===== src/rtl/wb_arbiter_pkg.sv =====
// rtl/wb_arbiter_pkg.sv - shared constants and write-record type for the GPR write-back arbiter
package wb_arbiter_pkg;

    localparam int WB_AW    = 5;
    localparam int WB_DW    = 32;
    localparam int WB_DEPTH = 4;

    localparam logic [WB_AW-1:0] REG_ZERO = 5'd0;

    typedef struct packed {
        logic             live;
        logic [WB_AW-1:0] waddr;
        logic [WB_DW-1:0] wdata;
        logic [WB_DW-1:0] pc;
    } wb_rec_t;

endpackage


===== src/rtl/wb_arbiter_if.sv =====
// rtl/wb_arbiter_if.sv - primary/secondary result, GRF write and hazard query signals
interface wb_arbiter_if
    import wb_arbiter_pkg::*;
#(
    parameter int DEPTH = WB_DEPTH,
    parameter int AW    = WB_AW,
    parameter int DW    = WB_DW
);
    localparam int CW = $clog2(DEPTH) + 1;

    logic          pri_valid;
    logic [AW-1:0] pri_waddr;
    logic [DW-1:0] pri_wdata;
    logic [DW-1:0] pri_pc;
    logic          sec_valid;
    logic          sec_ready;
    logic [AW-1:0] sec_waddr;
    logic [DW-1:0] sec_wdata;
    logic [DW-1:0] sec_pc;
    logic          grf_we;
    logic [AW-1:0] grf_waddr;
    logic [DW-1:0] grf_wdata;
    logic [DW-1:0] grf_pc;
    logic [AW-1:0] q_addr1;
    logic [AW-1:0] q_addr2;
    logic          q_pending1;
    logic          q_pending2;
    logic [CW-1:0] fifo_count;

    modport slave (
        input  pri_valid, pri_waddr, pri_wdata, pri_pc,
        input  sec_valid, sec_waddr, sec_wdata, sec_pc,
        output sec_ready,
        output grf_we, grf_waddr, grf_wdata, grf_pc,
        input  q_addr1, q_addr2,
        output q_pending1, q_pending2, fifo_count
    );

    modport master (
        output pri_valid, pri_waddr, pri_wdata, pri_pc,
        output sec_valid, sec_waddr, sec_wdata, sec_pc,
        input  sec_ready,
        input  grf_we, grf_waddr, grf_wdata, grf_pc,
        output q_addr1, q_addr2,
        input  q_pending1, q_pending2, fifo_count
    );

endinterface


===== src/rtl/wb_fifo.sv =====
// rtl/wb_fifo.sv - circular result buffer with per-entry live bits, address kill and two pending CAM ports
module wb_fifo
    import wb_arbiter_pkg::*;
#(
    parameter int DEPTH = WB_DEPTH,
    parameter int AW    = WB_AW,
    parameter int DW    = WB_DW,
    localparam int PW   = $clog2(DEPTH),
    localparam int CW   = PW + 1
) (
    input  logic          clk,
    input  logic          reset,
    input  logic          push_i,
    input  logic [AW-1:0] push_waddr_i,
    input  logic [DW-1:0] push_wdata_i,
    input  logic [DW-1:0] push_pc_i,
    input  logic          pop_i,
    input  logic          kill_i,
    input  logic [AW-1:0] kill_addr_i,
    output logic          head_live_o,
    output logic [AW-1:0] head_waddr_o,
    output logic [DW-1:0] head_wdata_o,
    output logic [DW-1:0] head_pc_o,
    output logic [CW-1:0] count_o,
    input  logic [AW-1:0] q_addr1_i,
    input  logic [AW-1:0] q_addr2_i,
    output logic          q_hit1_o,
    output logic          q_hit2_o
);

    logic [DEPTH-1:0] live_q, live_d;
    logic [AW-1:0]    waddr_q [DEPTH];
    logic [DW-1:0]    wdata_q [DEPTH];
    logic [DW-1:0]    pc_q    [DEPTH];
    logic [PW-1:0]    rd_ptr_q, rd_ptr_d, wr_ptr_q, wr_ptr_d;
    logic [CW-1:0]    count_q, count_d;
    logic             hit1, hit2;

    // Live bits double as occupancy: a popped slot is cleared so the CAM sees only stored entries.
    always_comb begin
        live_d = live_q;
        if (kill_i) begin
            for (int i = 0; i < DEPTH; i++) begin
                if (waddr_q[i] == kill_addr_i) live_d[i] = 1'b0;
            end
        end
        if (pop_i)  live_d[rd_ptr_q] = 1'b0;
        if (push_i) live_d[wr_ptr_q] = !(kill_i && (push_waddr_i == kill_addr_i));

        rd_ptr_d = rd_ptr_q + PW'(pop_i);
        wr_ptr_d = wr_ptr_q + PW'(push_i);
        count_d  = count_q;
        if (push_i && !pop_i)      count_d = count_q + 1'b1;
        else if (!push_i && pop_i) count_d = count_q - 1'b1;
    end

    always_ff @(posedge clk) begin
        if (reset) begin
            live_q   <= '0;
            rd_ptr_q <= '0;
            wr_ptr_q <= '0;
            count_q  <= '0;
        end else begin
            live_q   <= live_d;
            rd_ptr_q <= rd_ptr_d;
            wr_ptr_q <= wr_ptr_d;
            count_q  <= count_d;
        end
    end

    always_ff @(posedge clk) begin
        if (push_i) begin
            waddr_q[wr_ptr_q] <= push_waddr_i;
            wdata_q[wr_ptr_q] <= push_wdata_i;
            pc_q[wr_ptr_q]    <= push_pc_i;
        end
    end

    always_comb begin
        hit1 = 1'b0;
        hit2 = 1'b0;
        for (int i = 0; i < DEPTH; i++) begin
            hit1 = hit1 | (live_q[i] && (waddr_q[i] == q_addr1_i));
            hit2 = hit2 | (live_q[i] && (waddr_q[i] == q_addr2_i));
        end
    end

    assign q_hit1_o     = hit1 && (q_addr1_i != AW'(REG_ZERO));
    assign q_hit2_o     = hit2 && (q_addr2_i != AW'(REG_ZERO));
    assign head_live_o  = live_q[rd_ptr_q];
    assign head_waddr_o = waddr_q[rd_ptr_q];
    assign head_wdata_o = wdata_q[rd_ptr_q];
    assign head_pc_o    = pc_q[rd_ptr_q];
    assign count_o      = count_q;

endmodule


===== src/rtl/wb_arbiter.sv =====
// rtl/wb_arbiter.sv - sole GPR write-port owner merging fixed-timing primary and queued secondary results
module wb_arbiter
    import wb_arbiter_pkg::*;
#(
    parameter int DEPTH = WB_DEPTH,
    parameter int AW    = WB_AW,
    parameter int DW    = WB_DW
) (
    input logic        clk,
    input logic        reset,
    wb_arbiter_if.slave bus
);

    localparam int CW = $clog2(DEPTH) + 1;

    logic [CW-1:0] count;
    logic          head_live;
    logic [AW-1:0] head_waddr;
    logic [DW-1:0] head_wdata;
    logic [DW-1:0] head_pc;
    logic          push, pop, kill, hit1, hit2;

    // Ready looks only at registered count, so a same-cycle pop never opens room for a push.
    assign bus.sec_ready = !reset && (count < CW'(DEPTH));
    assign push = bus.sec_valid && bus.sec_ready;
    assign pop  = !reset && !bus.pri_valid && (count != '0);
    assign kill = !reset && bus.pri_valid && (bus.pri_waddr != AW'(REG_ZERO));

    wb_fifo #(.DEPTH(DEPTH), .AW(AW), .DW(DW)) u_fifo (
        .clk          (clk),
        .reset        (reset),
        .push_i       (push),
        .push_waddr_i (bus.sec_waddr),
        .push_wdata_i (bus.sec_wdata),
        .push_pc_i    (bus.sec_pc),
        .pop_i        (pop),
        .kill_i       (kill),
        .kill_addr_i  (bus.pri_waddr),
        .head_live_o  (head_live),
        .head_waddr_o (head_waddr),
        .head_wdata_o (head_wdata),
        .head_pc_o    (head_pc),
        .count_o      (count),
        .q_addr1_i    (bus.q_addr1),
        .q_addr2_i    (bus.q_addr2),
        .q_hit1_o     (hit1),
        .q_hit2_o     (hit2)
    );

    always_comb begin
        bus.grf_we    = 1'b0;
        bus.grf_waddr = '0;
        bus.grf_wdata = '0;
        bus.grf_pc    = '0;
        if (bus.pri_valid && !reset) begin
            bus.grf_we    = 1'b1;
            bus.grf_waddr = bus.pri_waddr;
            bus.grf_wdata = bus.pri_wdata;
            bus.grf_pc    = bus.pri_pc;
        end else if (pop && head_live) begin
            bus.grf_we    = 1'b1;
            bus.grf_waddr = head_waddr;
            bus.grf_wdata = head_wdata;
            bus.grf_pc    = head_pc;
        end
    end

    assign bus.q_pending1 = !reset && hit1;
    assign bus.q_pending2 = !reset && hit2;
    assign bus.fifo_count = count;

endmodule


===== src/flat_wrapper.sv =====
// flat-port wrapper written by rule: the top's interface ports become plain ports
module wb_arbiter_flat import wb_arbiter_pkg::*;
#(
    parameter int DEPTH = WB_DEPTH,
    parameter int AW    = WB_AW,
    parameter int DW    = WB_DW
)
  (clk, reset, bus_pri_valid, bus_pri_waddr, bus_pri_wdata, bus_pri_pc, bus_sec_valid, bus_sec_waddr, bus_sec_wdata, bus_sec_pc, bus_sec_ready, bus_grf_we, bus_grf_waddr, bus_grf_wdata, bus_grf_pc, bus_q_addr1, bus_q_addr2, bus_q_pending1, bus_q_pending2, bus_fifo_count);
  wb_arbiter_if #(.DEPTH(DEPTH), .AW(AW), .DW(DW)) bus_i ();
  input logic clk;
  input logic reset;
  input wire logic [$bits(bus_i.pri_valid)-1:0] bus_pri_valid;
  input wire logic [$bits(bus_i.pri_waddr)-1:0] bus_pri_waddr;
  input wire logic [$bits(bus_i.pri_wdata)-1:0] bus_pri_wdata;
  input wire logic [$bits(bus_i.pri_pc)-1:0] bus_pri_pc;
  input wire logic [$bits(bus_i.sec_valid)-1:0] bus_sec_valid;
  input wire logic [$bits(bus_i.sec_waddr)-1:0] bus_sec_waddr;
  input wire logic [$bits(bus_i.sec_wdata)-1:0] bus_sec_wdata;
  input wire logic [$bits(bus_i.sec_pc)-1:0] bus_sec_pc;
  output wire logic [$bits(bus_i.sec_ready)-1:0] bus_sec_ready;
  output wire logic [$bits(bus_i.grf_we)-1:0] bus_grf_we;
  output wire logic [$bits(bus_i.grf_waddr)-1:0] bus_grf_waddr;
  output wire logic [$bits(bus_i.grf_wdata)-1:0] bus_grf_wdata;
  output wire logic [$bits(bus_i.grf_pc)-1:0] bus_grf_pc;
  input wire logic [$bits(bus_i.q_addr1)-1:0] bus_q_addr1;
  input wire logic [$bits(bus_i.q_addr2)-1:0] bus_q_addr2;
  output wire logic [$bits(bus_i.q_pending1)-1:0] bus_q_pending1;
  output wire logic [$bits(bus_i.q_pending2)-1:0] bus_q_pending2;
  output wire logic [$bits(bus_i.fifo_count)-1:0] bus_fifo_count;
  assign bus_i.pri_valid = bus_pri_valid;
  assign bus_i.pri_waddr = bus_pri_waddr;
  assign bus_i.pri_wdata = bus_pri_wdata;
  assign bus_i.pri_pc = bus_pri_pc;
  assign bus_i.sec_valid = bus_sec_valid;
  assign bus_i.sec_waddr = bus_sec_waddr;
  assign bus_i.sec_wdata = bus_sec_wdata;
  assign bus_i.sec_pc = bus_sec_pc;
  assign bus_sec_ready = bus_i.sec_ready;
  assign bus_grf_we = bus_i.grf_we;
  assign bus_grf_waddr = bus_i.grf_waddr;
  assign bus_grf_wdata = bus_i.grf_wdata;
  assign bus_grf_pc = bus_i.grf_pc;
  assign bus_i.q_addr1 = bus_q_addr1;
  assign bus_i.q_addr2 = bus_q_addr2;
  assign bus_q_pending1 = bus_i.q_pending1;
  assign bus_q_pending2 = bus_i.q_pending2;
  assign bus_fifo_count = bus_i.fifo_count;
  wb_arbiter #(.DEPTH(DEPTH), .AW(AW), .DW(DW)) u_core (.clk(clk), .reset(reset), .bus(bus_i));
endmodule

===== config.mk =====
export PLATFORM = sky130hd
export DESIGN_NAME = wb_arbiter_flat
export DESIGN_NICKNAME = d
export VERILOG_FILES = /design/src/rtl/wb_arbiter_pkg.sv /design/src/rtl/wb_arbiter_if.sv /design/src/rtl/wb_fifo.sv /design/src/rtl/wb_arbiter.sv /design/src/flat_wrapper.sv
export SDC_FILE = /design/constraint.sdc
export NUM_CORES = 1
export LEC_CHECK = 0
export BUFFER_PORTS_ARGS = -buffer_cell sky130_fd_sc_hd__buf_2
export CELL_PAD_IN_SITES_DETAIL_PLACEMENT = 1
export CELL_PAD_IN_SITES_GLOBAL_PLACEMENT = 2
export CORE_MARGIN = 2
export CORE_UTILIZATION = 44
export DETAILED_ROUTE_END_ITERATION = 10
export GPL_ROUTABILITY_DRIVEN = 1
export PLACE_DENSITY = 0.85
export SETUP_SLACK_MARGIN = 0.15
export SKIP_LAST_GASP = 1
export SYNTH_ARGS = -nofsm -noshare
export SYNTH_HDL_FRONTEND = slang
export SYNTH_SLANG_ARGS = --single-unit
export TNS_END_PERCENT = 5

===== constraint.sdc =====
create_clock -name clk -period 6.1 [get_ports clk]
set_input_delay 1.22 -clock clk [delete_from_list [all_inputs] [get_ports clk]]
set_output_delay 1.22 -clock clk [all_outputs]
set_load 0.05 [all_outputs]

# After elaboration in Yosys (flattened, before gate mapping)
# Memory sizes are Yosys's and may differ from the RTL's. A register that Yosys moved wholly into a read port is not among the register bits.
# Index checks and enable logic that the tools add are counted.
dict set report word_totals {
  word_cells 100
  ram_bits 276
  mem_count 3
  regBits 11
  out_inout_bits 76
}
# name words width read_ports rd_clocked_by_memory_dff write_ports line_no
set memory_table {}
lappend memory_table {u_core.u_fifo.pc_q 4 32 1 1 1 wb_fifo.sv:34} ;# logic [DW-1:0] pc_q [DEPTH];
lappend memory_table {u_core.u_fifo.wdata_q 4 32 1 1 1 wb_fifo.sv:33} ;# logic [DW-1:0] wdata_q [DEPTH];
lappend memory_table {u_core.u_fifo.waddr_q 4 5 5 1 1 wb_fifo.sv:32} ;# logic [AW-1:0] waddr_q [DEPTH];
dict set report classes {
  n_mux 29
  reduce_logical 34
  addsub 4
  eq_ne 13
  magnitude_cmp 5
  n_bitwise 8
}
# operator count
set op_table {}
lappend op_table {{2-to-1 mux 32 bit} 4}
lappend op_table {{equality test 5 bit} 13}
lappend op_table {{logical AND 1 bit} 24}
lappend op_table {{nonzero test 5 bit} 3}
lappend op_table {{2-to-1 mux 4 bit} 3}
lappend op_table {{2-to-1 mux 1 bit} 11}
lappend op_table {{2-to-1 mux 5 bit} 2}
lappend op_table {{less-than comparator 2 x 3 -> 1 bit, second input constant} 2}
lappend op_table {{2-to-1 mux 2 bit} 3}
lappend op_table {{2-to-1 mux 3 bit} 2}
lappend op_table {{OR 1 bit} 6}
lappend op_table {{logical NOT 1 bit} 5}
lappend op_table {{adder 2 x 1 -> 2 bit} 2}
lappend op_table {{AND 4 bit} 1}
lappend op_table {{bitwise mux 4 bit} 1}
lappend op_table {{demux 1 bit (select 2 bit)} 2}
lappend op_table {{>= comparator 2 x 1 -> 1 bit, second input constant} 2}
lappend op_table {{NOT 4 bit} 1}
lappend op_table {{adder 3 x 1 -> 3 bit, second input constant} 1}
lappend op_table {{less-than comparator 3 bit, second input constant} 1}
lappend op_table {{nonzero test 3 bit} 1}
lappend op_table {{subtractor 3 x 1 -> 3 bit, second input constant} 1}
lappend op_table {{binary-select mux 1 bit (select 2 bit)} 1}
lappend op_table {{nonzero test 2 bit} 1}

# Logic depth before layout (Yosys ltp)
# Gate-level depths: netlist of run 1.
dict set report depth {
  word_depth 9
  ltp_mapped 9
}

# By module
# A second synthesis of run 1 with hierarchy kept.
dict set report unflattened {
  cells_unflattened 629
  area_unflattened_um2 12298.0
}
# mod cells_each area_each_um2 instances
set modules_own_cells {}
lappend modules_own_cells {wb_fifo 526 11314.6 1}
lappend modules_own_cells {wb_arbiter 103 983.4 1}

# Least setup slack after synthesis of run 1
# No wires, ideal clock.
dict set report synth_timing {
  path_kind {input-to-output}
  startpoint {input bus_q_addr1[3]}
  endpoint {output bus_q_pending1}
  slack_ns 2.074
  path_stages 6
  required_time_ns 4.880
  arrival_time_ns 2.806
  cell_sequence {clkbuf_1 > xor2_1 > nor4_1 > and3_1 > a31oi_1 > a31oi_1}
}
dict set report synth_via {
  elab_chain_len 7
}
# item line_no
set synth_lines {}
lappend synth_lines {{from (decl)} flat_wrapper.sv:25} ;# input wire logic [$bits(bus_i.q_addr1)-1:0] bus_q_addr1;
lappend synth_lines {{equality test 5 bit} wb_fifo.sv:83} ;# hit1 = hit1 | (live_q[i] && (waddr_q[i] == q_addr1_i));
lappend synth_lines {{logical AND 1 bit} wb_fifo.sv:83}
lappend synth_lines {{OR 1 bit (3 in a row)} wb_fifo.sv:83}
lappend synth_lines {{logical AND 1 bit (*)} wb_fifo.sv:88} ;# assign q_hit1_o = hit1 && (q_addr1_i != AW'(REG_ZERO));
lappend synth_lines {{logical AND 1 bit (*)} wb_arbiter.sv:68} ;# assign bus.q_pending1 = !reset && hit1;
lappend synth_lines {{to (decl)} flat_wrapper.sv:27} ;# output wire logic [$bits(bus_i.q_pending1)-1:0] bus_q_pending1;
# Mark *: on every way between the ends. The rest lies on a longest branch, timed or not.

# Final worst setup path of run 1
dict set report layout_timing {
  startpoint {input reset}
  endpoint {output bus_grf_pc[30]}
}
dict set report layout_via {
  elab_chain_len 6
}
# item line_no
set layout_lines {}
lappend layout_lines {{from (decl)} flat_wrapper.sv:11} ;# input logic reset;
lappend layout_lines {{logical NOT 1 bit (*)} {wb_arbiter.sv:26, wb_arbiter.sv:55}}
lappend layout_lines {{logical AND 1 bit (2 in a row)} wb_arbiter.sv:26} ;# assign pop = !reset && !bus.pri_valid && (count != '0);
lappend layout_lines {{logical AND 1 bit} wb_arbiter.sv:60} ;# end else if (pop && head_live) begin
lappend layout_lines {{2-to-1 mux 32 bit} wb_arbiter.sv:60}
lappend layout_lines {{2-to-1 mux 32 bit (*)} wb_arbiter.sv:55} ;# if (bus.pri_valid && !reset) begin
lappend layout_lines {{to (decl)} flat_wrapper.sv:24} ;# output wire logic [$bits(bus_i.grf_pc)-1:0] bus_grf_pc;
# Marks and branches as above.

==> results of run 1 <==
-- path summary, 6_finish.rpt --
| check | startpoint | end | slack [ns] | cells past startpoint |
|---|---|---|---|---|
| hold / removal | u_core.u_fifo.count_o[2] | u_core.u_fifo.count_o[2] | 0.53 | 2 |
| setup reg to reg | u_core.u_fifo.count_o[2] | u_core.u_fifo.wdata_q[0][24] | 3.30 | 4 |
| setup / recovery | reset | bus_grf_pc[30] | 1.35 | 6 |
| hold reg to reg | u_core.u_fifo.count_o[2] | u_core.u_fifo.count_o[2] | 0.53 | 2 |
-- cell type report --
| cell class | count | area share, % |
|---|---|---|
| antenna | 5 | 0.0874 |
| clock buffer | 35 | 5.23 |
| clock inverter | 13 | 0.620 |
| inverter | 8 | 0.245 |
| multi-input combinational | 281 | 23.0 |
| sequential | 287 | 59.5 |
| tap | 341 | 2.98 |
| timing repair buffer | 236 | 8.41 |
-- worst register-to-register path, delay by kind of cell (launching register included) --
kind / cells / cell delay, ns
buffers and inverters: 2 / 1.21
flip-flops: 1 / 0.34
AND/OR/NAND/NOR: 2 / 0.85
-- cells by family after synthesis --
| kind of cell | after synthesis |
|---|---|
| flops | 287 |
| compound gates | 83 |
| buf+inv | 56 |
| simple gates | 54 |
| xor+xnor | 69 |
| mux | 71 |
| fa+ha+maj | 4 |
-- flip-flops by register name, indices dropped and copies added (netlist names) --
signal,cells
u_core.u_fifo.wr_ptr_q,2
u_core.u_fifo.pc_q,128
u_core.u_fifo.live_q,4
u_core.u_fifo.waddr_q,20
u_core.u_fifo.count_o,3
u_core.u_fifo.wdata_q,128
u_core.u_fifo.rd_ptr_q,2
-- cells in the mapped netlist, types with 2 or more instances --
library cell,instances,share of area (%)
xnor2_1,25,1.8
xor2_1,44,3.2
and3_1,2,0.10
nand3_1,11,0.46
nand3b_1,2,0.12
buf_4,2,0.12
or3_1,2,0.10
a22o_1,69,5.0
inv_2,2,0.062
nor4_1,12,0.62
o21ai_1,2,0.083
or4_1,2,0.12
clkbuf_1,23,0.72
buf_2,19,0.79
buf_1,2,0.062
a31oi_1,4,0.21
nor2_1,7,0.22
dfxtp_1,11,1.8
buf_6,2,0.19
o22ai_1,3,0.16
inv_1,6,0.19
edfxtp_1,276,69
nor2b_1,3,0.16
nand4_1,3,0.16
nand2_1,2,0.062
nor3_1,2,0.083
mux4_2,70,13
ha_1,3,0.31
-- through the flow --
stage	hold WS, ns	utilization [%]	total power (W)
finish	0.530	53.1	0.00472
global route	0.567	53.1	0.00489
CTS	0.527	53.1	0.00477
detailed placement	0.520	50.0	0.00317
global placement	0.511	50.0	0.00316
floorplan	0.469	-	0.00294
-- metal layers --
metal / part of all wire, % / up-vias
met2: 49 / 202
li1: - / 3010
met5: 0.14 / -
met3: 6.0 / 57
met1: 42 / 3462
met4: 2.1 / 8
-- report_power, final --
group | internal (W) | switching (W) | total, W
Clock | 0.000904 | 0.000696 | 0.00160
Combinational | 0.000318 | 0.000460 | 0.000777
Sequential | 0.00226 | 0.0000797 | 0.00234
Total | 0.00348 | 0.00123 | 0.00472
==> metrics.md, run 1 <==
| Metric | Value |
|---|---|
| Status | `complete, no violations` |
| Post-synthesis cell count | `roughly 620` |
| Crit path buffers/inverters | `3` |
| HP Class | `register to register` |
| Synth Area in Compound Gates | `around 6%` |
| Via Count | `about 6700` |
| ANT nets after route | `0` |
| CTS H-tree depth | `1` |
| Initial antenna violation count | `9` |
| WP data required | `roughly 4.9 ns` |
| Routed WL per cell | `23.7 um` |
| Clock transition at path regs | `0.06 ns` |
| Critical Path Most Common Cell | `buf_2` |
| Die Wd | `between 150 and 200 um` |
| Most common cell after layout, fill and taps aside | `edfxtp_1` |
| Starting Density | `around 45%` |
| Worst-path maximum fanout | `43` |
| Largest family of logic cells by synthesized area | `multiplexers` |
| Max Slew Vio Count | `0` |
| Cell breakdown of the critical path | `buf_2 > nor3_2 > and2_2 > buf_4 > a22o_1 > buf_2` |
| Mapped Nets | `780` |
| CTS Buffer Depth | `3` |
| Max VDD drop | `0.227 mV` |
| CP peak stage delay | `approximately 0.66 ns` |
| Sequential area share after synthesis | `a little over two thirds` |
| Post-Syn Area | `12000 sq um` |
| Tcrit/Tclk final | `about 78%` |
| Total Nets Final | `around 1000` |
| Pre-CTS WS | `approximately 1.3 ns` |
| I/O pins | `228` |
| Area growth syn-to-layout | `18.9%` |
| Final min period | `~4.7 ns` |
| Final Non-Filler Cells | `~1200` |
| Adder-Cell Fraction of Synth Area | `less than 1%` |
| Gr busiest metal | `met2` |
| CORE AREA | `around 27000 sq um` |
| Leak Pwr | `just over 5 nW` |
| Post-synth EDFFs | `between 200 and 300` |
| Dpl hpwl | `18800 um` |
| CTS tree | `yes` |
| Worst setup path category | `input pin to primary output` |
| RSZ-0062 raised after global routing | `no` |
| DP Cell Count | `around 1200` |
| Pre-antenna DRT Iters | `5` |
| Die ar. | `between 20000 and 30000 sq um` |
| Worst Slack Setup Final | `around 1.4 ns` |
| Fill cell count | `approximately 2500` |
| Vias in the first global route | `7377` |
| CTS Sinks | `287` |
| GR Util met2 | `approximately a third` |
| Tot GR Track Use | `slightly above 20%` |
| Largest net degree at the start of global routing | `45` |
| Drt first-iter violations | `between 400 and 500` |
| Pwr per Cell Area | `330 nW/um^2` |
| Clock Tree Root | `clkbuf_16` |
| # DRC | `0` |
| Post-CTS Setup Bufs | `0` |
| Sequential cell area | `roughly 8500 sq um` |
| Yosys cell types | `41` |
| Met1 GRT Util | `between 20% and 30%` |
| CP arrival | `3.53 ns` |
| GRT met3 Usage | `3.94%` |
| Post-CTS Hold Fix Bufs | `0` |
| Final WL | `about 29000 um` |
| Worst-Margin Slew | `approximately 1.1 ns` |
| Worst setup SP type | `input pin` |
| Slew Limit Headroom | `between 20% and 30%` |
| Post_cts resized | `0` |
| Routability congestion estimate from global placement | `around 0.8` |
| Clock Latency Late Sink | `~0.55 ns` |
| Final setup violation count | `0` |
| Synth Warn # | `0` |
| Most frequent cells in the layout | `276 x edfxtp_1, 227 x buf_2, 70 x mux4_2` |
| PortBufs | `227` |
| Clock Skew | `approximately 0.029 ns` |
| Max_cap viols | `0` |
| First-pass GRT wire length | `43700 um` |
| Fin area | `around 14000 sq um` |
| Post-Synth Simple-Gate Area | `under 10%` |
| FMAX | `211 MHz` |
| Post-Synth XOR/XNOR Area | `~5.0%` |
| Post-DP Area | `13500 sq um` |
| Combined area of the multi-input logic cells | `approximately 3300 sq um` |
| Cell family with most CP delay | `simple AND/OR/NAND/NOR gates` |
| Rows | `60` |
| Final TNS setup | `0 ns` |
| Share of cells above drive strength 1 | `41.5%` |
| Mux contribution to synthesized area | `13.2%` |
| Total gr overflow | `0` |
| Crit end category | `primary output` |
| Fin. Hold Viols | `0` |
| Primary FF master, synth | `edfxtp_1` |
| TritonCTS buffer count | `29` |
| Synth async-reset ratio | `0%` |
| Critical path's slowest cell | `and2_2` |
| Mapped Avg Cell Area | `roughly 19 sq um` |
| Die height | `approximately 170 um` |
| #FFs+latches synth | `287` |
| Vias/cell | `approximately 5.6` |
(Power assumes the default switching activity.)
==> run 2, diff against run 1 <==
--- a/config.mk
+++ b/config.mk
@@ -9,10 +9,10 @@
 export CELL_PAD_IN_SITES_DETAIL_PLACEMENT = 1
 export CELL_PAD_IN_SITES_GLOBAL_PLACEMENT = 2
 export CORE_MARGIN = 2
-export CORE_UTILIZATION = 44
+export CORE_UTILIZATION = 37
 export DETAILED_ROUTE_END_ITERATION = 10
 export GPL_ROUTABILITY_DRIVEN = 1
-export PLACE_DENSITY = 0.85
+export PLACE_DENSITY = 0.76
 export SETUP_SLACK_MARGIN = 0.15
 export SKIP_LAST_GASP = 1
 export SYNTH_ARGS = -nofsm -noshare
==> constraint.sdc (replaced) <==
create_clock -name clk -period 3.8 [get_ports clk]
set_input_delay 0.76 -clock clk [delete_from_list [all_inputs] [get_ports clk]]
set_output_delay 0.76 -clock clk [all_outputs]
set_load 0.05 [all_outputs]
==> metrics.md, run 2 (synthesis results as in run 1) <==
| Metric | Value |
|---|---|
| Critical path's slowest cell | `dfxtp_4` |
| FMAX | `around 300 MHz` |
| Dpl hpwl | `17700 um (-6.0%)` |
| Total gr overflow | `0 (unchanged)` |
| Clock Skew | `0.0148 ns (-0.0146 ns)` |
| Share of cells above drive strength 1 | `42.1% (+0.56 points)` |
| Crit path buffers/inverters | `2 (-1)` |
| RSZ-0062 raised after global routing | `no` |
| Drt first-iter violations | `361 (-16%)` |
| Die Wd | `184 um (+8.8%)` |
| Worst setup path category | `register to primary output` |
| Tot GR Track Use | `16.1% (-4.0 points)` |
| Largest net degree at the start of global routing | `72 (+60%)` |
| Routed WL per cell | `20.9 um (-12%)` |
| Vias in the first global route | `6977 (-5.4%)` |
| Post-CTS Setup Bufs | `0 (unchanged)` |
| Die height | `184 um (+8.8%)` |
| ANT nets after route | `0 (unchanged)` |
| Most frequent cells in the layout | `276 x edfxtp_1, 227 x buf_2, 70 x mux4_2` |
| Clock Latency Late Sink | `0.55 ns (about the same)` |
| Area growth syn-to-layout | `22.3%` |
| WP data required | `3.04 ns (-1.84 ns)` |
| Status | `complete, no violations` |
| Final WL | `27500 um (-3.7%)` |
| Crit end category | `primary output` |
| Final setup violation count | `0 (unchanged)` |
| I/O pins | `228 (unchanged)` |
| Rows | `66 (+10%)` |
| Worst setup SP type | `register` |
| Max_cap viols | `0 (unchanged)` |
| Final Non-Filler Cells | `1314 (+9.0%)` |
| Worst-Margin Slew | `0.939 ns (-0.171 ns)` |
| Die ar. | `34000 sq um (+18%)` |
| CP arrival | `2.59 ns (-0.94 ns)` |
| Post_cts resized | `0 (unchanged)` |
| Total Nets Final | `1003 (+0.40%)` |
| # DRC | `0 (unchanged)` |
| Fin. Hold Viols | `0 (unchanged)` |
| Leak Pwr | `5.17 nW (+2.5%)` |
| DP Cell Count | `1257 (+9.0%)` |
| Final min period | `about 3.4 ns` |
| Cell family with most CP delay | `flip-flops` |
| P_sw | `0.00202 W (+64%)` |
| P_int | `0.00595 W (+71%)` |
| PortBufs | `227 (unchanged)` |
| CTS tree | `yes` |
| Final TNS setup | `0 ns (unchanged)` |
| Max Slew Vio Count | `0 (unchanged)` |
| Routability congestion estimate from global placement | `0.791 (-2.3%)` |
| Clock transition at path regs | `0.06 ns (about the same)` |
| Flop pwr share | `46.7% (-2.9 points)` |
| HP Class | `input pin to register` |
| First-pass GRT wire length | `41700 um (-4.7%)` |
| Slew Limit Headroom | `36.8% (+11 points)` |
| Switching part of the total power | `25.3% (-0.82 points)` |
| Pre-antenna DRT Iters | `4 (-1)` |
| CORE AREA | `32300 sq um (+20%)` |
| CP peak stage delay | `0.55 ns (-0.11 ns)` |
| CTS H-tree depth | `1 (unchanged)` |
| Most common cell after layout, fill and taps aside | `edfxtp_1` |
| Util after Layout | `45.6% (-7.5 points)` |
| Worst-path maximum fanout | `70 (+63%)` |
| Clock share of power | `36.9% (+3.0 points)` |
| Cell breakdown of the critical path | `mux4_2 > and2_2 > buf_12 > a22o_1 > buf_2` |
| Tcrit/Tclk final | `88.3%` |
| Via Count | `6714 (-0.37%)` |
| Post-CTS Hold Fix Bufs | `0 (unchanged)` |
| Logic pwr share | `16.4% (about the same)` |
| Top flop regs | `u_core.u_fifo.pc_q x128, u_core.u_fifo.wdata_q x128, u_core.u_fifo.waddr_q x20` |
| TritonCTS buffer count | `30 (+3.4%)` |
| Clock Tree Root | `clkbuf_16` |
| Fill cell count | `3137 (+24%)` |
| Max VDD drop | `0.273 mV (+20%)` |
| CTS Buffer Depth | `3 (unchanged)` |
| Pwr per Cell Area | `541 nW/um^2 (+64%)` |
| CTS Sinks | `287 (unchanged)` |
| Initial antenna violation count | `2 (-7)` |
| Vias/cell | `5.11 (-8.6%)` |
| Starting Density | `37.3% (-7.4 points)` |
[run 2: cell types whose count changed in the layout (fill, tap and decap cells not counted), moves of 2 or more]
cell       change
buf_12         +9
buf_4          -6
bufinv_16      +4
clkinv_1       +3
diode_2        -3
clkbuf_1       -2
[run 2: path summary, 6_finish.rpt]
kind	cells after the start	endpoint	start	slack (ns)
setup / recovery	5	bus_grf_pc[5]	u_core.u_fifo.rd_ptr_q[0]	0.45
hold / removal	1	u_core.u_fifo.pc_q[3][25]	bus_sec_pc[25]	0.42
setup reg to reg	4	u_core.u_fifo.wdata_q[0][20]	u_core.u_fifo.count_o[2]	1.57
hold reg to reg	2	u_core.u_fifo.live_q[1]	u_core.u_fifo.live_q[1]	0.52
[run 2: metrics by stage]
stage / cell area, sq um / setup slack (ns) / hold WS, ns / power, W
after CTS: 14700 / 0.405 / 0.388 / 0.00809
final: 14700 / 0.445 / 0.423 / 0.00797
after detailed placement: 13700 / 0.630 / 0.519 / 0.00512
after global placement: 13700 / 0.709 / 0.517 / 0.00510
after global routing: 14700 / 0.347 / 0.400 / 0.00829
after floorplan: 12000 / 0.346 / 0.469 / 0.00472
[run 2: final cells by class]
class / count / area [sq um] / area share (%)
diodes: 2 / 5.00 / 0.0340
flip-flops and latches: 287 / 8520 / 57.8
inverters: 8 / 35.0 / 0.238
repair buffers: 239 / 1340 / 9.09
clock buffers: 34 / 766 / 5.20
well taps: 442 / 553 / 3.75
multi-input cells: 281 / 3290 / 22.3
clock inverters: 21 / 234 / 1.59
[run 2: worst register-to-register path, delay by kind of cell, from the launching register on]
kind                   cells  cell delay, ns
buffers and inverters      2            0.69
flip-flops                 1            0.35
AND/OR/NAND/NOR            2            0.85
[run 2: layer usage]
metal | GRT usage (%) | vias up | wire length, um
met3 | 3.00 | 24 | 1540
li1 | - | 3020 | -
met2 | 27.6 | 179 | 13600
met4 | 3.14 | 0 | 305
met1 | 21.7 | 3491 | 12100
met5 | 0 | - | 0
[run 2: power groups by stage]
stage	sequential, W	combinational, W	clock, W
after floorplan	0.00379	0.000926	0
final	0.00372	0.00131	0.00294
after global placement	0.00378	0.00132	0
after global routing	0.00374	0.00141	0.00314
after CTS	0.00372	0.00134	0.00303
after detailed placement	0.00379	0.00133	0
==> run 3, diff against run 2 <==
--- a/config.mk
+++ b/config.mk
@@ -9,12 +9,13 @@
 export CELL_PAD_IN_SITES_DETAIL_PLACEMENT = 1
 export CELL_PAD_IN_SITES_GLOBAL_PLACEMENT = 2
 export CORE_MARGIN = 2
-export CORE_UTILIZATION = 37
+export CORE_UTILIZATION = 24
 export DETAILED_ROUTE_END_ITERATION = 10
 export GPL_ROUTABILITY_DRIVEN = 1
-export PLACE_DENSITY = 0.76
+export PLACE_DENSITY = 0.53
 export SETUP_SLACK_MARGIN = 0.15
 export SKIP_LAST_GASP = 1
+export SLEW_MARGIN = 20
 export SYNTH_ARGS = -nofsm -noshare
 export SYNTH_HDL_FRONTEND = slang
 export SYNTH_SLANG_ARGS = --single-unit
==> metrics.md, run 3 (synthesis results as in run 1) <==
| Metric | Value |
|---|---|
| Status | `complete, no violations` |
| Tcrit/Tclk final | `89.7% (+1.4 points)` |
| Initial antenna violation count | `6 (+4)` |
| P_sw | `0.00207 W (+2.7%)` |
| Worst setup path category | `register to primary output` |
| RSZ-0062 raised after global routing | `no` |
| Leak Pwr | `5.18 nW (+0.19%)` |
| Most common cell after layout, fill and taps aside | `edfxtp_1` |
| Crit end category | `primary output` |
| Starting Density | `24.2% (-13 points)` |
| Final WL | `31900 um (+16%)` |
| Clock share of power | `36.1% (-0.8 points)` |
| Switching part of the total power | `26.1% (+0.78 points)` |
| Post-CTS Hold Fix Bufs | `0 (unchanged)` |
| Max VDD drop | `0.333 mV (+22%)` |
| CP arrival | `2.65 ns (+0.06 ns)` |
| Flop pwr share | `46.9% (+0.2 points)` |
| Drt first-iter violations | `250 (-31%)` |
| Worst setup SP type | `register` |
| Via Count | `6811 (+1.4%)` |
| Pwr per Cell Area | `529 nW/um^2 (-2.2%)` |
| Total Nets Final | `1011 (+0.80%)` |
| Post_cts resized | `0 (unchanged)` |
| Die height | `228 um (+24%)` |
| Vias/cell | `4.40 (-14%)` |
| Clock Latency Late Sink | `0.57 ns (+0.02 ns)` |
| Die ar. | `52000 sq um (+53%)` |
| Overall power | `0.00794 W (-0.41%)` |
| Area growth syn-to-layout | `24.6%` |
| First-pass GRT wire length | `48200 um (+16%)` |
| Rows | `82 (+24%)` |
| FMAX | `293 MHz (-1.6%)` |
| P_int | `0.00586 W (-1.4%)` |
| Total gr overflow | `0 (unchanged)` |
| CTS Sinks | `287 (unchanged)` |
| CTS Buffer Depth | `3 (unchanged)` |
| N_diodes | `0 (-2)` |
| Final min period | `3.41 ns (+0.0547 ns)` |
| Worst-path maximum fanout | `35 (-50%)` |
| CTS H-tree depth | `1 (unchanged)` |
| Clock Tree Root | `clkbuf_16` |
| Top flop regs | `u_core.u_fifo.pc_q x128, u_core.u_fifo.wdata_q x128, u_core.u_fifo.waddr_q x20` |
| Most frequent cells in the layout | `276 x edfxtp_1, 227 x buf_2, 70 x mux4_2` |
| Die Wd | `228 um (+24%)` |
| PortBufs | `227 (unchanged)` |
| CTS tree | `yes` |
| Fill cell count | `5258 (+68%)` |
| Max Slew Vio Count | `0 (unchanged)` |
| Final setup violation count | `0 (unchanged)` |
| Logic pwr share | `17.0% (+0.6 points)` |
| ANT nets after route | `0 (unchanged)` |
| I/O pins | `228 (unchanged)` |
| WP data required | `3.04 ns (about the same)` |
| Dpl hpwl | `20800 um (+18%)` |
| Largest net degree at the start of global routing | `43 (-40%)` |
| Max_cap viols | `0 (unchanged)` |
| TritonCTS buffer count | `31 (+3.3%)` |
| Slew Limit Headroom | `43.5% (+6.6 points)` |
| HP Class | `input pin to register` |
| Worst-Margin Slew | `0.840 ns (-0.0985 ns)` |
| Pre-antenna DRT Iters | `4 (unchanged)` |
| Routed WL per cell | `20.6 um (-1.7%)` |
| CORE AREA | `49900 sq um (+54%)` |
| # DRC | `0 (unchanged)` |
| Share of cells above drive strength 1 | `42.2% (+0.12 points)` |
| Final TNS setup | `0 ns (unchanged)` |
| Clock Skew | `0.0215 ns (+0.00673 ns)` |
| Vias in the first global route | `7472 (+7.1%)` |
| Post-CTS Setup Bufs | `0 (unchanged)` |
| Clock transition at path regs | `0.06 ns (about the same)` |
| Tot GR Track Use | `12.1% (-4.0 points)` |
| Routability congestion estimate from global placement | `0.720 (-9.0%)` |
| Fin. Hold Viols | `0 (unchanged)` |
## run 3: worst paths after layout
path	cells past startpoint	slack [ns]	from	end
max reg2reg	10	1.54	u_core.u_fifo.count_o[2]	u_core.u_fifo.count_o[2]
min	1	0.41	bus_sec_wdata[9]	u_core.u_fifo.wdata_q[0][9]
max	5	0.39	u_core.u_fifo.rd_ptr_q[0]	bus_grf_wdata[27]
min reg2reg	2	0.53	u_core.u_fifo.live_q[1]	u_core.u_fifo.live_q[1]
## run 3: layout make-up
cell class                 instances  area (sq um)  share of cell area [%]
timing repair buffer             246          1370                    9.15
clock inverter                    17           153                    1.02
sequential                       287          8520                    56.7
multi-input combinational        281          3290                    21.9
inverter                           8          35.0                   0.233
clock buffer                      38           802                    5.34
tap                              672           841                    5.60
## run 3: per-stage QoR
stage / cells / cell area (sq um) / hold WS, ns / util [%] / setup WS, ns
after floorplan: 624 / 12000 / 0.469 / - / 0.346
after global placement: 1493 / 14000 / 0.527 / 28.2 / 0.729
after detailed placement: 1493 / 14000 / 0.532 / 28.2 / 0.701
after CTS: 1548 / 15000 / 0.369 / 30.1 / 0.165
after global routing: 1549 / 15000 / 0.377 / 30.1 / 0.271
final: 1549 / 15000 / 0.406 / 30.1 / 0.390
## run 3: worst max-delay path, stage by stage, from the launching register on
cell and delay (ns):
dfxtp_4 0.56, mux4_2 0.56, and2_4 0.18, buf_4 0.24, a22o_1 0.28, buf_2 0.22
## run 3: routing by layer
layer | share of wire, % | wire length, um | vias to the layer above | global-route usage, %
met1 | 43 | 13600 | 3552 | 15.2
met5 | 0.24 | 77 | - | 0
met3 | 4.8 | 1530 | 54 | 2.49
li1 | - | - | 3029 | -
met4 | 2.0 | 641 | 12 | 3.31
met2 | 50 | 16100 | 164 | 21.2
## run 3: power by group through the flow
stage,combinational [W],sequential [W],clock (W)
global route,0.00147,0.00374,0.00308
floorplan,0.000926,0.00379,0
CTS,0.00137,0.00374,0.00297
detailed placement,0.00137,0.00381,0
global placement,0.00137,0.00380,0
finish,0.00135,0.00372,0.00286
